<file path="src/rtl/display_scan_controller_if.sv">
// Byte-stream input and scan outputs of the 4-digit display controller.
// The controller uses the slave modport; the stream source and display side use master.
interface display_scan_controller_if;
  logic [7:0] char_in;
  logic       char_valid;
  logic       clear;
  logic [7:0] char_out;
  logic [3:0] an;
  logic [1:0] digit_idx;

  modport master (
    output char_in, char_valid, clear,
    input  char_out, an, digit_idx
  );

  modport slave (
    input  char_in, char_valid, clear,
    output char_out, an, digit_idx
  );
endinterface

</file>
<file path="src/rtl/display_scan_controller.sv">
// 4-digit 7-segment scan controller: 4-character scrolling text buffer plus
// a round-robin digit scan with an optional all-off blanking gap between digits.
module display_scan_controller #(
  parameter int REFRESH_DIV  = 100000,
  parameter int BLANK_CYCLES = 16
) (
  input logic                      clk,
  input logic                      reset,
  display_scan_controller_if.slave bus
);
  localparam int CNT_MAX = (REFRESH_DIV > BLANK_CYCLES)
                           ? ((REFRESH_DIV > 2) ? REFRESH_DIV : 2)
                           : ((BLANK_CYCLES > 2) ? BLANK_CYCLES : 2);
  localparam int CW = $clog2(CNT_MAX);
  localparam logic [CW-1:0] SHOW_LAST  = CW'(REFRESH_DIV - 1);
  localparam logic [CW-1:0] BLANK_LAST = CW'((BLANK_CYCLES > 0) ? BLANK_CYCLES - 1 : 0);
  localparam logic [7:0] BLANK_CHAR = 8'h20;
  localparam logic [7:0] BACKSPACE  = 8'h08;

  typedef enum logic {SHOW, BLANK} state_t;

  state_t        state_reg, state_next;
  logic [CW-1:0] cnt_reg, cnt_next;
  logic [1:0]    idx_reg, idx_next;
  logic [1:0]    sel_idx;
  logic [3:0]    an_reg, an_next;
  logic [7:0]    char_reg;
  logic [7:0]    buf_reg  [4];
  logic [7:0]    push_val [4];
  logic [7:0]    bs_val   [4];
  logic          is_bs;

  assign is_bs = (bus.char_in == BACKSPACE);

  // Push shifts toward the leftmost digit; backspace shifts back toward digit 0.
  genvar gi;
  generate
    for (gi = 0; gi < 4; gi++) begin : g_shift
      if (gi == 0) begin : g_push_lo
        assign push_val[gi] = bus.char_in;
      end else begin : g_push_hi
        assign push_val[gi] = buf_reg[gi-1];
      end
      if (gi == 3) begin : g_bs_hi
        assign bs_val[gi] = BLANK_CHAR;
      end else begin : g_bs_lo
        assign bs_val[gi] = buf_reg[gi+1];
      end
    end
  endgenerate

  always_ff @(posedge clk) begin
    for (int i = 0; i < 4; i++) begin
      if (reset || bus.clear) begin
        buf_reg[i] <= BLANK_CHAR;
      end else if (bus.char_valid) begin
        buf_reg[i] <= is_bs ? bs_val[i] : push_val[i];
      end
    end
  end

  always_comb begin
    state_next = state_reg;
    cnt_next   = cnt_reg + 1'b1;
    idx_next   = idx_reg;
    case (state_reg)
      SHOW: begin
        if (cnt_reg == SHOW_LAST) begin
          cnt_next = '0;
          if (BLANK_CYCLES == 0) begin
            idx_next = idx_reg + 2'd1;
          end else begin
            state_next = BLANK;
          end
        end
      end
      BLANK: begin
        if (cnt_reg == BLANK_LAST) begin
          cnt_next   = '0;
          idx_next   = idx_reg + 2'd1;
          state_next = SHOW;
        end
      end
      default: begin
        state_next = SHOW;
        cnt_next   = '0;
      end
    endcase
  end

  // Outputs are computed from next-cycle state so char_out lines up with an;
  // while blanking, char_out already carries the upcoming digit's character.
  always_comb begin
    an_next = 4'b1111;
    sel_idx = idx_next;
    if (state_next == SHOW) begin
      an_next = ~(4'b0001 << idx_next);
    end else begin
      sel_idx = idx_reg + 2'd1;
    end
  end

  always_ff @(posedge clk) begin
    if (reset) begin
      state_reg <= SHOW;
      cnt_reg   <= '0;
      idx_reg   <= 2'd0;
      an_reg    <= 4'b1110;
      char_reg  <= BLANK_CHAR;
    end else begin
      state_reg <= state_next;
      cnt_reg   <= cnt_next;
      idx_reg   <= idx_next;
      an_reg    <= an_next;
      char_reg  <= buf_reg[sel_idx];
    end
  end

  assign bus.char_out  = char_reg;
  assign bus.an        = an_reg;
  assign bus.digit_idx = idx_reg;
endmodule

</file>
<file path="src/flat_wrapper.sv">
// flat-port wrapper written by rule: the top's interface ports become plain ports
module display_scan_controller_flat 
#(
  parameter int REFRESH_DIV  = 100000,
  parameter int BLANK_CYCLES = 16
)
  (clk, reset, bus_char_in, bus_char_valid, bus_clear, bus_char_out, bus_an, bus_digit_idx);
  display_scan_controller_if bus_i ();
  input logic clk;
  input logic reset;
  input wire logic [$bits(bus_i.char_in)-1:0] bus_char_in;
  input wire logic [$bits(bus_i.char_valid)-1:0] bus_char_valid;
  input wire logic [$bits(bus_i.clear)-1:0] bus_clear;
  output wire logic [$bits(bus_i.char_out)-1:0] bus_char_out;
  output wire logic [$bits(bus_i.an)-1:0] bus_an;
  output wire logic [$bits(bus_i.digit_idx)-1:0] bus_digit_idx;
  assign bus_i.char_in = bus_char_in;
  assign bus_i.char_valid = bus_char_valid;
  assign bus_i.clear = bus_clear;
  assign bus_char_out = bus_i.char_out;
  assign bus_an = bus_i.an;
  assign bus_digit_idx = bus_i.digit_idx;
  display_scan_controller #(.REFRESH_DIV(REFRESH_DIV), .BLANK_CYCLES(BLANK_CYCLES)) u_core (.clk(clk), .reset(reset), .bus(bus_i));
endmodule
</file>
<file path="config.mk">
export PLATFORM = sky130hd
export DESIGN_NAME = display_scan_controller_flat
export DESIGN_NICKNAME = d
export VERILOG_FILES = /design/src/rtl/display_scan_controller_if.sv /design/src/rtl/display_scan_controller.sv /design/src/flat_wrapper.sv
export SDC_FILE = /design/constraint.sdc
export NUM_CORES = 1
export LEC_CHECK = 0
export BUFFER_PORTS_ARGS = -buffer_cell sky130_fd_sc_hd__buf_2
export CORE_MARGIN = 2
export CORE_UTILIZATION = 30
export CTS_CLUSTER_DIAMETER = 200
export CTS_CLUSTER_SIZE = 25
export DETAILED_ROUTE_END_ITERATION = 10
export PLACE_DENSITY_LB_ADDON = 0.2
export SLEW_MARGIN = 20
export SYNTH_ARGS = -nofsm -noshare
export SYNTH_HDL_FRONTEND = slang
export SYNTH_SLANG_ARGS = --single-unit
</file>
<file path="constraint.sdc">
create_clock -name clk -period 2.82 [get_ports clk]
set_clock_uncertainty 0.2 [all_clocks]
set_input_delay 0.423 -clock clk [delete_from_list [all_inputs] [get_ports clk]]
set_output_delay 0.423 -clock clk [all_outputs]
set_load 0.1 [all_outputs]
</file>
## Word level (Yosys, flattened, before mapping)

Memories as Yosys holds them, arrays and structs flattened. A register that Yosys moved wholly into a read port is not among the register bits.
Cells that the tools add are included.

- $add $sub $neg: 2
- Equality and inequality tests: 3
- Shifts and indexed selects: 1
- Mux-type cells: 23
- Bitwise logic cells: 6
- Reductions and logical operators: 2

Operators with widths:

| kind | number |
|---|---|
| $mux 8 | 8 |
| $mux 17 | 2 |
| $pmux 17 s2 | 1 |
| $add 17x1->17 const B | 1 |
| $eq 17x17->1 const B | 1 |
| $eq 17x4->1 const B | 1 |
| $eq 8x4->1 const B | 1 |
| $mux 1 | 8 |
| $mux 2 | 3 |
| $not 4->4 | 1 |
| $or 1x1->1 | 4 |
| $shl 1x2->4 const A | 1 |
| $add 2x1->2 const B | 1 |
| $pmux 1 s2 | 1 |
| $reduce_or 2->1 | 1 |
| $logic_or 1x1->1 | 1 |
| $not 1->1 | 1 |

- Register bits: 24
- Memory bits (writable): 32
- Output and inout bits: 14
- Logic and storage cells: 43
- Memories kept: 1

Memories:

| memory | depth | bits a word | rd ports | clocked after memory_dff | write ports | line | text |
|---|---|---|---|---|---|---|---|
| u_core.buf_reg | 4 | 8 | 5 | 1 | 4 | display_scan_controller.sv:28 | `logic [7:0] buf_reg [4];` |

## Logic depth before layout (Yosys ltp)

- Word-level depth: 6
- Depth in mapped cells: 7

## Worst setup path after synthesis

Ideal clock, no wire load.

- Path type: register -> register
- From: register u_core.idx_reg[1] (netlist: u_core.bus.digit_idx[1])
- To: register u_core.char_reg[0] (netlist: u_core.bus.char_out[0]), read port of u_core.buf_reg
- Setup time: 0.124 ns
- Arrival: 2.133 ns
- Required time: 2.496 ns
- Slack: 0.363 ns
- Stages on the path, launching flop included: 7
- Buffers on the path: 2
- Clock period less this slack: 2.457 ns
- Cells stage by stage: dfxtp_1 clkbuf_1 buf_2 mux2i_1 a211oi_1 a211oi_1 nand3_1

- Word-level cells in the longest chain between the ends: 4

Ends and longest elaborated chain:

| what | line | text |
|---|---|---|
| start, declared | display_scan_controller.sv:24 | `logic [1:0] idx_reg, idx_next;` |
| start signal, assigned | display_scan_controller.sv:113 | `idx_reg <= idx_next;` |
| $add 2x1->2 | display_scan_controller.sv:80, display_scan_controller.sv:99 |  |
| $mux 2 | display_scan_controller.sv:78 | `if (cnt_reg == BLANK_LAST) begin` |
| $mux 2 | display_scan_controller.sv:66 | `case (state_reg)` |
| $mux 2 (*) | display_scan_controller.sv:96 | `if (state_next == SHOW) begin` |
| end, declared | display_scan_controller.sv:27 | `logic [7:0] char_reg;` |

Every way passes the cells marked *; elsewhere a longest branch is shown, timed or not.
A chain may end at the register's enable or synchronous reset.

## Final worst setup path

- From: register u_core.idx_reg[1] (netlist: u_core.bus.digit_idx[1])
- To: output bus_digit_idx[1]

RTL lines:

| what | line | text |
|---|---|---|
| end, declared | flat_wrapper.sv:16 | `output wire logic [$bits(bus_i.digit_idx)-1:0] bus_digit_idx;` |

No word-level cell between the ends.

==> results_dict.tcl <==
set metrics [dict create \
    status "finished clean" \
    fp-row-count 39 \
    synth_flop_cell "edfxtp_1" \
    final_layout_size_suffix_gt1_share_pct 15.2 \
    initialDrtViolationCount 154 \
    busiest_layer "met2" \
    r2r_end "u_core.bus.char_out[5]" \
    startpoint "u_core.bus.digit_idx[1]" \
    instances_no_fill 545 \
    syn_avg_cell_area_um2 9.25 \
    grt_max_degree 27 \
    gp_congestion 0.780 \
    synth_edf_count 32 \
    min_to "u_core.buf_reg[0][1]" \
    min_from "bus_char_in[1]" \
    syn_nets 395 \
    slew_headroom_pct 67.0 \
    slew_viol_final 0 \
    grt_pass1_vias 2878 \
    port_buffers 25 \
    die_w_um 113 \
    die_h_um 113 \
    worstSkewPairLatency_ns 0.33 \
    synth_cells 382 \
    cts_made_buffers 9 \
    yosys-top-cells-area "edfxtp_1, dfxtp_1, mux2i_1" \
    via_per_inst 5.41 \
    dr.pass1.iters 4 \
    postRouteAntennaNets 0 \
    dp_cells 529 \
    tns_ns 0 \
    peakVddDrop_mv 0.303 \
    fmax_mhz 465 \
    fin_crit_sh_pct 76.3 \
    pwr_density_cell_mw_per_mm2 545 \
    crit_type "flip-flop to output port" \
    antenna_found_initial 0 \
    yosysTopAreaCell "edfxtp_1" \
    ctsHoldBuffers 0 \
    grt_pass1_wl_um 15100 \
    clockBufferDepth 2 \
    htree_levels 3 \
    endpoint_kind "output port" \
    vias 2946 \
    finalSetupViolCount 0 \
    whs_path_depth 3 \
    regToRegSetupSlack_ns 0.77 \
    crit_fanout 26 \
    wl_per_cell_um 16.6 \
    track_usage_pct 15.0 \
    postCtsSetupBuffers 0 \
    yosysSeqAreaShare_pct 45.3 \
    crit_path_cell_trace "buf_12 -> buf_2" \
    layout_min_cycle_time_ns 2.15 \
    fillerInstances 1195 \
    use_met1_pct 20.9 \
    wirelength_um 9020 \
    largest_reg_flops 32 \
    synth.distinct_cells 47 \
    die_area_mm2 0.0127 \
    synth_top_area_share_pct 27.2 \
    worst-slew-pin-transition_ns 0.499 \
    worst_ep_arrival_time_ns 1.53 \
    register_area_mm2 0.00160 \
    dp_hpwl_um 6120 \
    hold_class "input port to flip-flop" \
    clkSinkCount 64 \
    slowest_stage "dfxtp_1" \
    p_leak_uw 0.00142 \
    cts_tree "yes" \
    grtUsageMet3_pct 3.78 \
    grt.overflow.total 0 \
    layout.nets 410 \
    cp.required_ns 2.20 \
    path_clk_slew_ns 0.05 \
    clockRootBuffer "clkbuf_16" \
    start_util_pct 30.8 \
    max_stage_delay_ns 0.49 \
    cts.repair.resized 0 \
    synth-seq-cells 64 \
    hold_violations 0 \
    diodes 0 \
    multi_input_area_mm2 0.00178 \
    ioPinCount 26 \
    syn_area_mm2 0.00353 \
    synth_warnings 0 \
    synthArstFlopShare_pct 0 \
    syn2layout_area_growth_pct 15.8 \
    fin_util_pct 35.7 \
    reg2reg_depth 4 \
    remaining_drc_errors 0 \
    r2r-start "u_core.bus.digit_idx[0]" \
    grt_use_met2_pct 22.5 \
    core-area_mm2 0.0115 \
    max_cap_viol_count 0 \
    rsz0062_at_grt "false" \
    startpoint_type "flip-flop" \
]
Yosys cell counts, types with 11 or more instances:
cell type	instances
nor2_1	25
and3_1	13
nor4_1	12
nand2_1	43
edfxtp_1	32
dfxtp_1	32
nand3_1	20
a211oi_1	19
o21ai_0	12
mux2i_1	30
clkbuf_1	19
a21oi_1	22
nor3_1	22
buf_2	11
worst max-delay path by stage:
| stage | slack, ns | end |
|---|---|---|
| global route | 0.60 | u_core.bus.char_out[5] |
| CTS | 0.66 | bus_digit_idx[1] |
| detailed placement | 0.75 | u_core.bus.char_out[5] |
| floorplan | 0.36 | u_core.bus.char_out[0] |
| finish | 0.67 | bus_digit_idx[1] |
| global placement | 0.74 | u_core.bus.char_out[5] |
cells in the final DEF (no fill, tap or decap), types with 5 or more instances in the layout:
cell type  Yosys  layout
a211oi_1      19      19
a21oi_1       22      22
and3_1        13      13
buf_2         11      25
buf_4          0       9
clkbuf_16      0       9
dfxtp_1       32      32
edfxtp_1      32      32
mux2i_1       30      30
nand2_1       43      43
nand3_1       20      20
nor2_1        25      25
nor3_1        22      22
nor4_1        12      12
o21ai_0       12      12
o22ai_1        8       8
or3_1          7       7
xnor2_1        7       7
xor2_1         5       5
layout make-up:
cell class,count,share of cell area [%]
multi-input combinational,284,43.6
timing repair buffer,36,5.69
inverter,2,0.183
clock inverter,7,1.53
clock buffer,9,5.50
tap,143,4.37
sequential,64,39.1
worst max-delay path, delay by kind of cell (launching register included):
family	cells	cell delay, ns
buf+inv	2	0.70
flops	1	0.49
cell families (layout without fill, tap and decap cells):
family                   count (synthesis)  count (layout)  share of synthesized area (%)
multiplexers                            32              32                           9.13
flip-flops                              64              64                           45.3
buffers and inverters                   34              54                           4.21
AO/OA/AOI/OAI                           71              71                           12.8
adder cells (fa/ha/maj)                  1               1                          0.354
XOR/XNOR                                12              12                           2.97
AND/OR/NAND/NOR                        168             168                           25.2
per-stage QoR:
step / power [uW] / worst slack (ns) / instance area (um2) / hold slack [ns]
after global routing: 2320 / 0.596 / 4090 / 0.202
final: 2230 / 0.669 / 4090 / 0.200
after CTS: 2270 / 0.657 / 4090 / 0.189
after detailed placement: 1180 / 0.754 / 3800 / 0.286
after floorplan: 1130 / 0.363 / 3530 / 0.251
after global placement: 1170 / 0.739 / 3800 / 0.273
report_power, final:
group	internal, uW	switching [uW]
Clock	674	402
Sequential	1010	24.1
Combinational	35.8	90.7
Total	1720	517
layer usage:
metal  wire length (um)  part of all wire (%)  up-vias
met5                  0                     0        -
met4                133                   1.5        0
met3                443                   4.9       13
met2               4080                    45       70
met1               4370                    48     1412
li1                   -                     -     1451
(Power assumes the default switching activity.)
